==> src/rtl/sng_pkg.sv <==
// Shared types and helpers for the stochastic number generator.
// Holds the control state encoding, LFSR tap masks and the trailing-ones select helper.
// Everything here is pure combinational or constant.
package sng_pkg;

    typedef enum logic [1:0] {
        IDLE = 2'd0,
        GEN  = 2'd1,
        DONE = 2'd2
    } state_t;

    // Fibonacci LFSR feedback masks for a left-shifting register. Bit j is set
    // when r[j] feeds the XOR. Each mask comes from a primitive polynomial, so
    // the register cycles through all 2^w-1 non-zero states.
    function automatic logic [7:0] lfsr_taps(input int w);
        logic [7:0] m;
        case (w)
            2:       m = 8'b0000_0011; // x^2+x+1
            3:       m = 8'b0000_0110; // x^3+x+1
            4:       m = 8'b0000_1100; // x^4+x+1
            5:       m = 8'b0001_0100; // x^5+x^2+1
            6:       m = 8'b0011_0000; // x^6+x+1
            7:       m = 8'b0110_0000; // x^7+x+1
            8:       m = 8'b1011_1000; // x^8+x^4+x^3+x^2+1
            default: m = 8'b0000_0000;
        endcase
        return m;
    endfunction

    // Number of consecutive ones starting at bit 0 of c, limited to w bits.
    // A result of w means c is all ones within the stream width.
    function automatic logic [3:0] trailing_ones(input logic [7:0] c, input int w);
        logic [3:0] n;
        logic       run;
        n   = 4'd0;
        run = 1'b1;
        for (int i = 0; i < 8; i++) begin
            if (run && (i < w) && c[i]) begin
                n = n + 4'd1;
            end else begin
                run = 1'b0;
            end
        end
        return n;
    endfunction

endpackage

==> src/rtl/sng_wbg_sel.sv <==
// Weighted-binary bit selector for one channel: picks operand bit WIDTH-1-t, t = trailing ones of cnt.
// Latency: purely combinational.
// Backpressure: none; the caller decides when the bit is meaningful.
module sng_wbg_sel
    import sng_pkg::*;
#(
    parameter int WIDTH = 4
) (
    input  logic [WIDTH-1:0] x_i,
    input  logic [WIDTH-1:0] cnt_i,
    output logic             sn_o
);

    logic [7:0] cnt_ext;
    logic [3:0] t;

    // Select the operand bit whose weight matches the counter's trailing-ones run;
    // the all-ones counter value matches no bit and yields zero.
    always_comb begin
        cnt_ext             = 8'd0;
        cnt_ext[WIDTH-1:0]  = cnt_i;
        t                   = trailing_ones(cnt_ext, WIDTH);
        sn_o                = 1'b0;
        for (int i = 0; i < WIDTH; i++) begin
            if (t == 4'(i)) begin
                sn_o = x_i[WIDTH-1-i];
            end
        end
    end

endmodule

==> src/rtl/sng_multi_ch.sv <==
// Multi-channel stochastic number generator: N_CH operands -> N_CH unipolar streams of 2^WIDTH bits.
// Latency: first stream bit one cycle after start is sampled; done pulses the cycle after the last bit.
// Backpressure: none; stop aborts a stream, build with SNG_LFSR_EN for comparator/LFSR generation.
module sng_multi_ch
    import sng_pkg::*;
#(
    parameter int WIDTH     = 4,
    parameter int N_CH      = 1,
    parameter int SEED_STEP = 5
) (
    input  logic                   i_clk_sng,
    input  logic                   i_rst_sng,
    input  logic                   i_start,
    input  logic                   i_stop,
    input  logic [N_CH*WIDTH-1:0]  i_x,
    output logic [N_CH-1:0]        o_sn,
    output logic                   o_valid,
    output logic                   o_busy,
    output logic                   o_done,
    output logic [WIDTH-1:0]       o_cnt
);

    localparam logic [WIDTH-1:0] CNT_LAST = '1;

    state_t                  state_q, state_d;
    logic [WIDTH-1:0]        cnt_q, cnt_d;
    logic [N_CH*WIDTH-1:0]   x_q, x_d;
    logic                    valid_q, valid_d;
    logic                    busy_q, busy_d;
    logic                    done_q, done_d;
    logic [N_CH-1:0]         sn_q, sn_d;
    logic [N_CH-1:0]         bit_d;
    logic                    accept;

    // Start is honoured outside GEN only, and a simultaneous stop cancels it.
    assign accept = (state_q != GEN) && i_start && !i_stop;

    // Next-state and next-output decode; outputs are computed one cycle ahead and registered.
    always_comb begin
        state_d = state_q;
        cnt_d   = cnt_q;
        x_d     = x_q;
        valid_d = 1'b0;
        busy_d  = 1'b0;
        done_d  = 1'b0;
        case (state_q)
            IDLE, DONE: begin
                if (accept) begin
                    state_d = GEN;
                    x_d     = i_x;
                    cnt_d   = '0;
                    valid_d = 1'b1;
                    busy_d  = 1'b1;
                end else begin
                    state_d = IDLE;
                end
            end
            GEN: begin
                if (i_stop) begin
                    state_d = IDLE;
                    cnt_d   = '0;
                end else if (cnt_q == CNT_LAST) begin
                    state_d = DONE;
                    cnt_d   = '0;
                    done_d  = 1'b1;
                end else begin
                    cnt_d   = cnt_q + 1'b1;
                    valid_d = 1'b1;
                    busy_d  = 1'b1;
                end
            end
            default: begin
                state_d = IDLE;
                cnt_d   = '0;
            end
        endcase
    end

    // Stream bits are held at zero whenever no valid bit is being presented.
    assign sn_d = valid_d ? bit_d : '0;

`ifdef SNG_LFSR_EN
    localparam logic [7:0]       TAPS_ALL = lfsr_taps(WIDTH);
    localparam logic [WIDTH-1:0] TAPS     = TAPS_ALL[WIDTH-1:0];

    for (genvar k = 0; k < N_CH; k++) begin : g_lfsr
        localparam int               SEED_INT = (k * SEED_STEP + 1) % (1 << WIDTH);
        localparam logic [WIDTH-1:0] SEED     = SEED_INT[WIDTH-1:0];

        logic [WIDTH-1:0] r_q, r_d;
        logic             fb;

        // Advance the LFSR; flipping feedback on 10..0 / 00..0 splices the zero state
        // into the cycle so every value appears once per stream.
        always_comb begin
            fb  = (^(r_q & TAPS)) ^ (r_q[WIDTH-2:0] == '0);
            r_d = r_q;
            if (accept) begin
                r_d = SEED;
            end else if (state_q == GEN) begin
                r_d = {r_q[WIDTH-2:0], fb};
            end
        end

        // Per-channel random reference register.
        always_ff @(posedge i_clk_sng or posedge i_rst_sng) begin
            if (i_rst_sng) begin
                r_q <= '0;
            end else begin
                r_q <= r_d;
            end
        end

        assign bit_d[k] = (x_d[k*WIDTH +: WIDTH] > r_d);
    end
`else
    for (genvar k = 0; k < N_CH; k++) begin : g_sel
        sng_wbg_sel #(
            .WIDTH (WIDTH)
        ) u_sel (
            .x_i   (x_d[k*WIDTH +: WIDTH]),
            .cnt_i (cnt_d),
            .sn_o  (bit_d[k])
        );
    end
`endif

    // Control state, shared counter, latched operands and registered outputs.
    always_ff @(posedge i_clk_sng or posedge i_rst_sng) begin
        if (i_rst_sng) begin
            state_q <= IDLE;
            cnt_q   <= '0;
            x_q     <= '0;
            valid_q <= 1'b0;
            busy_q  <= 1'b0;
            done_q  <= 1'b0;
            sn_q    <= '0;
        end else begin
            state_q <= state_d;
            cnt_q   <= cnt_d;
            x_q     <= x_d;
            valid_q <= valid_d;
            busy_q  <= busy_d;
            done_q  <= done_d;
            sn_q    <= sn_d;
        end
    end

    assign o_sn    = sn_q;
    assign o_valid = valid_q;
    assign o_busy  = busy_q;
    assign o_done  = done_q;
    assign o_cnt   = cnt_q;

endmodule

==> config.mk <==
export PLATFORM = sky130hd
export DESIGN_NAME = sng_multi_ch
export DESIGN_NICKNAME = d
export VERILOG_FILES = /design/src/rtl/sng_pkg.sv /design/src/rtl/sng_wbg_sel.sv /design/src/rtl/sng_multi_ch.sv
export SDC_FILE = /design/constraint.sdc
export NUM_CORES = 1
export LEC_CHECK = 0
export BUFFER_PORTS_ARGS = -buffer_cell sky130_fd_sc_hd__buf_2
export CAP_MARGIN = 20
export CORE_MARGIN = 2
export CORE_UTILIZATION = 40
export DETAILED_ROUTE_END_ITERATION = 6
export GPL_ROUTABILITY_DRIVEN = 1
export PLACE_DENSITY = 0.67
export SYNTH_ARGS = -nofsm -noshare
export SYNTH_HDL_FRONTEND = slang
export SYNTH_SLANG_ARGS = --single-unit
==> constraint.sdc <==
create_clock -name i_clk_sng -period 6.05 [get_ports i_clk_sng]
set_input_delay 0.3025 -clock i_clk_sng [delete_from_list [all_inputs] [get_ports i_clk_sng]]
set_output_delay 0.3025 -clock i_clk_sng [all_outputs]
set_load 0.005 [all_outputs]
==> reports/qor.csv, run 1 <==
metric,value,unit
CP Data Required Time,6210,ps
reg2reg setup slack,3610,ps
worst r2r dst,o_sn,
sequential fraction of the synthesis area,48.51,%
core area,1541,sq um
Worst-Skew Late Latency,270,ps
cell area after layout,784.5,sq um
Critical Path Stages,10,
Post-Syn Nets,65,
total grt overflow,0,
achievable frequency,409.4,MHz
clk_skew,1.341,ps
Max VDD drop,0.1299,mV
# Post-CTS Setup Buffers,0,
H-tree Lvls,1,
setup ws final,3608,ps
crit path from,o_cnt[0],
number of synthesized flops with an enable pin,0,
Mean Syn Cell Area,12.19,sq um
first-pass GRT wire length,2001,um
Clock Pin Slew Worst Setup and Hold Paths,70,ps
DP Wirelength,927.1,um
die height,44.95,um
Die Wd,44.95,um
layout cell share with drive strength beyond 1,47.95,%
Min-Delay Path Class,in -> async,
WL final,1172,um
met3 WL,75,um
number of clock sinks,13,
Syn-to-layout area delta,16.98,%
Routability Congestion,0.8514,
initial antenna violation count,0,
die area,2020,sq um
Initial DRT Pass Iterations,3,
Cell Rows,14,
wire per inst,13.17,um
Post-synth top cells,"13 x dfrtp_1, 6 x mux2_2, 3 x inv_1, 3 x nor2_1",
n_diodes,0,
crit path max fanout,6,
total CTS buffers,3,
Top delay family on crit path,simple AND/OR/NAND/NOR gates,
Crit Path Class,reg -> reg,
Initial Util,43.51,%
placed cell area,758.2,sq um
pre-CTS WS,3630,ps
gr usage total,13.72,%
Final min period,2442,ps
endpoints failing setup,0,
Worst Setup Start Kind,register,
Max-Slew Margin vs Limit,68.91,%
launch point of the worst reg-to-reg path,o_cnt[0],
CTS tree,yes,
num ports,16,
Yosys top cell by area,dfrtp_1,
vias per inst,5.180,
Mapped Cells,55,
Max stage delay on crit path,410,ps
Iter 0 DRT Violations,3,
layout filler cell count,146,
post-synth top area share,48.51,%
via count,461,
post-synthesis cell type count,27,
vias in the first global route,485,
highest metal used,met3,
CP Capture Type,register,
Fin Setup TNS,0,ps
"flops & latches, synth",13,
Max Cap Viol,0,
Buf/Inv on CP,0,
final slew viol count,0,
routed wl met2,562,um
crit path cell chain,ha_1 > nand3_2 > and2_1 > mux2_2 > and2_1 > ha_1 > nand2b_1 > a21boi_2 > o211a_1 > o221a_1,
fraction of registers with async set/reset,100.0,%
# DRC,0,
Worst Tran Pin Value,465.8,ps
leakage power,0.3907,nW
Detail Route Antenna Nets,0,
P per Cell Area,253.6,nW/um^2
largest net degree at the start of global routing,14,
Critical Path Sink,o_sn,
Synth Cell Area,670.6,sq um
PortBufs,15,
Crit path arrival time,2600,ps
fin crit share,40.37,%
CTS Root Cell,clkbuf_4,
cells taking the most area after synthesis,"dfrtp_1 49%, mux2_2 10%, ha_1 3.7%, nor3b_2 3.7%, a32o_1 3.0%",
Post-CTS Hold Fix Bufs,0,
status,completed,
total power,199.0,uW
cell with the most instances after synthesis,dfrtp_1,
number of gates resized after CTS,0,
Layout Nets,84,
"Top FF cell, synth",dfrtp_1,
Hold Worst Slack,29.48,ps
unrepaired setup endpoints after global routing,no,
"Hold Vio Cnt, Final",0,
Met1 Wirelength,533,um
Reg2Reg Depth,10,
"Slowest-stage cell, CP",dfrtp_1,
Bufs on Longest Clock Path,2,
yosys warns,0,
==> power breakdown <==
part           leakage [nW]  switching, mW  internal (mW)
sequential            0.168        0.00583         0.0973
clock                0.0150         0.0262         0.0255
combinational         0.208         0.0201         0.0240
==> per-stage QoR <==
step,std cells,util (%)
floorplan,55,-
global placement,85,49.19
detailed placement,85,49.19
CTS,89,50.89
global route,89,50.89
finish,89,50.89
==> state kept, by name, summed over array words and instances, names as in the netlist <==
| register | flops |
|---|---|
| o_cnt | 4 |
| x_q | 4 |
| state_q | 2 |
| o_busy | 1 |
| o_done | 1 |
| o_sn | 1 |
==> final cells by class <==
cell class	instances	area, sq um	share of cell area [%]
flip-flops and latches	13	325.3	41.47
multi-input cells	37	321.6	40.99
repair buffers	15	75.07	9.569
clock buffers	4	26.28	3.349
well taps	16	20.02	2.552
inverters	4	16.27	2.073
==> worst min path at each step <==
stage	startpoint	end	slack, ps	depth (start not counted)
6_report	i_rst_sng	state_q[0]	30	2
5_1_grt	i_rst_sng	o_sn	80	2
4_1_cts	i_rst_sng	o_sn	50	2
3_5_place_dp	i_rst_sng	o_sn	340	2
3_3_place_gp	i_rst_sng	o_sn	350	2
2_1_floorplan	i_rst_sng	o_busy	180	1
==> cell usage in the layout (no fill, tap or decap), drive strengths merged, types with 2 or more instances in the layout <==
cell,Yosys,routed
dfrtp,13,13
nand2b,2,2
nor3b,2,2
nand3,3,3
or2,2,2
ha,2,2
a32o,2,2
buf,1,15
and2,2,2
inv,3,3
a21boi,2,2
clkbuf,0,4
nor2,3,3
mux2,6,6
==> cell families (layout without fill, tap and decap cells) <==
kind of cell,count (synthesis),count (layout),synth area share [%]
XOR/XNOR,1,1,1.306
AO/OA/AOI/OAI,9,9,13.62
multiplexers,6,6,10.07
AND/OR/NAND/NOR,19,19,19.21
flip-flops,13,13,48.51
adder cells (fa/ha/maj),2,2,3.731
buffers and inverters,5,23,3.544
==> worst register-to-register path, stage by stage, from the launching register on <==
cell and delay [ps]:
dfrtp_1 410, ha_1 240, nand3_2 120, and2_1 210, mux2_2 320, and2_1 160
ha_1 280, nand2b_1 90, a21boi_2 60, o211a_1 200, o221a_1 260
==> layer usage <==
| layer | GRT usage [%] | vias up |
|---|---|---|
| met1 | 17.95 | 216 |
| li1 | - | 235 |
| met3 | 4.400 | 0 |
| met4 | 5.294 | 0 |
| met2 | 21.14 | 10 |
| met5 | 0 | - |
Power figures use the tool's default switching activity.
==> run 2, diff against run 1 <==
ABC_AREA = 1   (was unset)
CORE_ASPECT_RATIO = 0.75   (was unset)
PLACE_DENSITY = 0.69   (was 0.67)
clock period = 1.99 ns   (was 6.05 ns; I/O delays follow)
==> run 2 against run 1 <==
Final area grew 19%. Synthesized area is 6.9% higher. Utilization up 3.9 points. Total power rose to 3.2 times the previous value. Sequential power increased to 3.0 times the previous value. First-iteration DRC count grew 100%. Register-to-register slack lost 3500 ps. Clock skew fell by 1.1 ps. Largest cell class is now multi-input combinational cells. Largest power group unchanged.
==> reports/qor.csv, run 2 <==
metric,value,unit,change
"Slowest-stage cell, CP",dfrtp_2,,
"Top FF cell, synth",dfrtp_1,,
CP most frequent cell,nand2_1,,
Worst Tran Pin Value,480.8,ps,+15.04 ps
Cell Rows,13,,-1
cell with the most instances after synthesis,nand2_1,,
wire per inst,10.91,um,-17%
Bufs on Longest Clock Path,2,,unchanged
Max VDD drop,0.3446,mV,+170%
Non-Filler Instances,140,,+57%
"flops & latches, synth",13,,unchanged
layout cell share with drive strength beyond 1,41.53,%,-6.4 points
crit path max fanout,4,,-2
Post-synth top cells,"23 x nand2_1, 13 x dfrtp_1, 13 x inv_1, 10 x nor2_1, 7 x nand3_1",,
Worst-Skew Late Latency,270,ps,about the same
Register Area,326.6,sq um,+0.38%
first-pass GRT wire length,1973,um,-1.4%
fin crit share,92.55,%,+52 points
Initial Util,41.98,%,-1.5 points
endpoints failing setup,0,,unchanged
"commonest non-fill, non-tap cell in the layout",nand2_1,,
number of clock sinks,13,,unchanged
Syn-to-layout area delta,30.54,%,
Layout Nets,129,,+54%
total grt overflow,0,,unchanged
CP Data Required Time,2160,ps,-4050 ps
Crit path arrival time,2010,ps,-590 ps
clock share of power,24.7,%,-1.3 points
gr usage total,13.62,%,-0.10 points
Net Sw Frac,31.30,%,+5.1 points
cell internal pwr,442.8,uW,+200%
Reg power frac,48.2,%,-3.6 points
Routability Congestion,0.8253,,-3.1%
Synth Cell Area,716.9,sq um,+6.9%
die area,2151,sq um,+6.5%
clk_skew,0.2407,ps,-1.101 ps
Post-Syn Nets,103,,+58%
layout filler cell count,171,,+17%
sequential fraction of the synthesis area,45.38,%,-3.1 points
vias per inst,4.443,,-14%
CTS Root Cell,clkbuf_4,,
vias in the first global route,443,,-8.7%
Mean Syn Cell Area,7.709,sq um,-37%
crit path cell chain,ha_4 > inv_1 > nor2_1 > nand2_1 > nand2_2 > inv_2 > a21oi_2 > ha_1 > inv_1 > nor2_1 > nand2_1 > nand2_1 > nand3_2 > a21oi_2,,
leakage power,0.5018,nW,+28%
Max-Slew Margin vs Limit,67.91,%,-1.0 points
initial antenna violation count,0,,unchanged
H-tree Lvls,1,,unchanged
P_sw,201.8,uW,+290%
P per Cell Area,688.7,nW/um^2,+170%
via count,622,,+35%
Crit Path Class,reg -> reg,,
Max stage delay on crit path,450,ps,+40 ps
achievable frequency,543.0,MHz,+33%
Iter 0 DRT Violations,6,,+3
Final min period,1842,ps,-600.8 ps
# DRC,0,,unchanged
post-synthesis cell type count,16,,-41%
Initial DRT Pass Iterations,6,,+3
Yosys top cell by area,dfrtp_1,,
total CTS buffers,3,,unchanged
Max Cap Viol,0,,unchanged
final slew viol count,0,,unchanged
cell area after layout,935.9,sq um,+19%
dpl cells,130,,+53%
area of the multi-input gates,361.6,sq um,+12%
fraction of registers with async set/reset,100.0,%,unchanged
num ports,16,,unchanged
Die Wd,52.89,um,+18%
DP Wirelength,1014,um,+9.3%
largest net degree at the start of global routing,14,,unchanged
Comb pwr share,27.1,%,+4.9 points
most frequent cells in the layout,"22 x nand2_1, 15 x buf_2, 12 x inv_1, 12 x dfrtp_1, 10 x nor2_1",,
number of synthesized flops with an enable pin,0,,unchanged
die height,40.67,um,-9.5%
n_diodes,0,,unchanged
Detail Route Antenna Nets,0,,unchanged
Clock Pin Slew Worst Setup and Hold Paths,70,ps,about the same
post-synth top area share,45.38,%,-3.1 points
core area,1708,sq um,+11%
Min-Delay Path Class,in -> reg,,
CP Capture Type,register,,
"Hold Vio Cnt, Final",0,,unchanged
CTS tree,yes,,
Mapped Cells,93,,+69%
status,completed,,
placed cell area,819.5,sq um,+8.1%
yosys warns,0,,unchanged
PortBufs,15,,unchanged
cells taking the most area after synthesis,"dfrtp_1 45%, nand2_1 12%, inv_1 6.8%, nand2_2 5.2%, nor2_1 5.2%",,
WL final,1528,um,+30%
Worst Setup Start Kind,register,,
run 2: changes by cell type in the layout (fill, tap and decap cells not counted), sizes merged, moves of 3 or more:
cell   delta
inv      +14
buf       +6
o21ai     +4
a21oi     +3
mux2      -6
nand3     +6
nand2    +29
nor2      +9
run 2: path summary, 6_finish.rpt:
path,from,endpoint,slack [ps],cells past startpoint
setup / recovery,o_cnt[1],o_sn,150,14
hold / removal,i_x[3],x_q[3],60,3
setup reg to reg,o_cnt[1],o_sn,150,14
hold reg to reg,x_q[2],x_q[2],490,2
max in group asynchronous,i_rst_sng,o_cnt[1],1260,3
min in group asynchronous,i_rst_sng,x_q[0],380,3
run 2: kinds of logic (layout without fill, tap and decap cells):
kind of cell	Yosys count	after routing	synth area share, %
flops	13	13	45.37
simple gates	53	53	35.25
fa+ha+maj	2	2	3.490
buf+inv	18	43	9.948
compound gates	7	7	5.934
run 2: power by group through the flow:
stage	combinational (mW)	clock (mW)	sequential (mW)
6_report	0.175	0.159	0.310
5_1_grt	0.196	0.179	0.313
4_1_cts	0.149	0.165	0.307
3_5_place_dp	0.146	0	0.312
3_3_place_gp	0.143	0	0.311
2_1_floorplan	0.0980	0	0.315
run 2: repair_timing:
| action | CTS | global route |
|---|---|---|
| gates resized for setup | 0 | 11 |
| endpoints found under the hold margin | 13 | 0 |
| endpoints found under the setup margin | 0 | 1 |
| hold buffers | 1 | 0 |
| buffers inserted | 0 | 5 |
run 2: metal layers:
| layer | part of all wire [%] | up-vias | track usage (%) |
|---|---|---|---|
| li1 | - | 334 | - |
| met1 | 47 | 275 | 19.09 |
| met2 | 48 | 13 | 18.44 |
| met3 | 5.0 | 0 | 7.664 |
| met4 | 0 | 0 | 1.923 |
| met5 | 0 | - | 0 |
run 2: final cells by class:
type / instances / area share, %
Clock buffer: 4 / 2.807
Inverter: 17 / 6.818
Multi-Input combinational cell: 62 / 38.64
Sequential cell: 13 / 34.89
Tap cell: 22 / 2.941
Timing Repair Buffer: 22 / 13.90
run 2: through the flow:
step	TNS, ps	power (mW)	setup WS [ps]	hold WS [ps]	utilization [%]
2_1_floorplan	0	0.4126	186.2	-23.54	-
3_3_place_gp	0	0.4548	109.5	139.6	47.99
3_5_place_dp	0	0.4583	78.98	150.1	47.99
4_1_cts	0	0.6213	46.86	41.64	50.11
5_1_grt	-3.568	0.6881	-3.568	60.22	54.80
6_report	0	0.6445	148.3	57.55	54.80
run 2: critical path, delay by kind of cell (launching register included):
| family | cells | cell delay, ps |
|---|---|---|
| buf+inv | 3 | 140 |
| simple gates | 7 | 450 |
| flops | 1 | 450 |
| fa+ha+maj | 2 | 520 |
| compound gates | 2 | 170 |
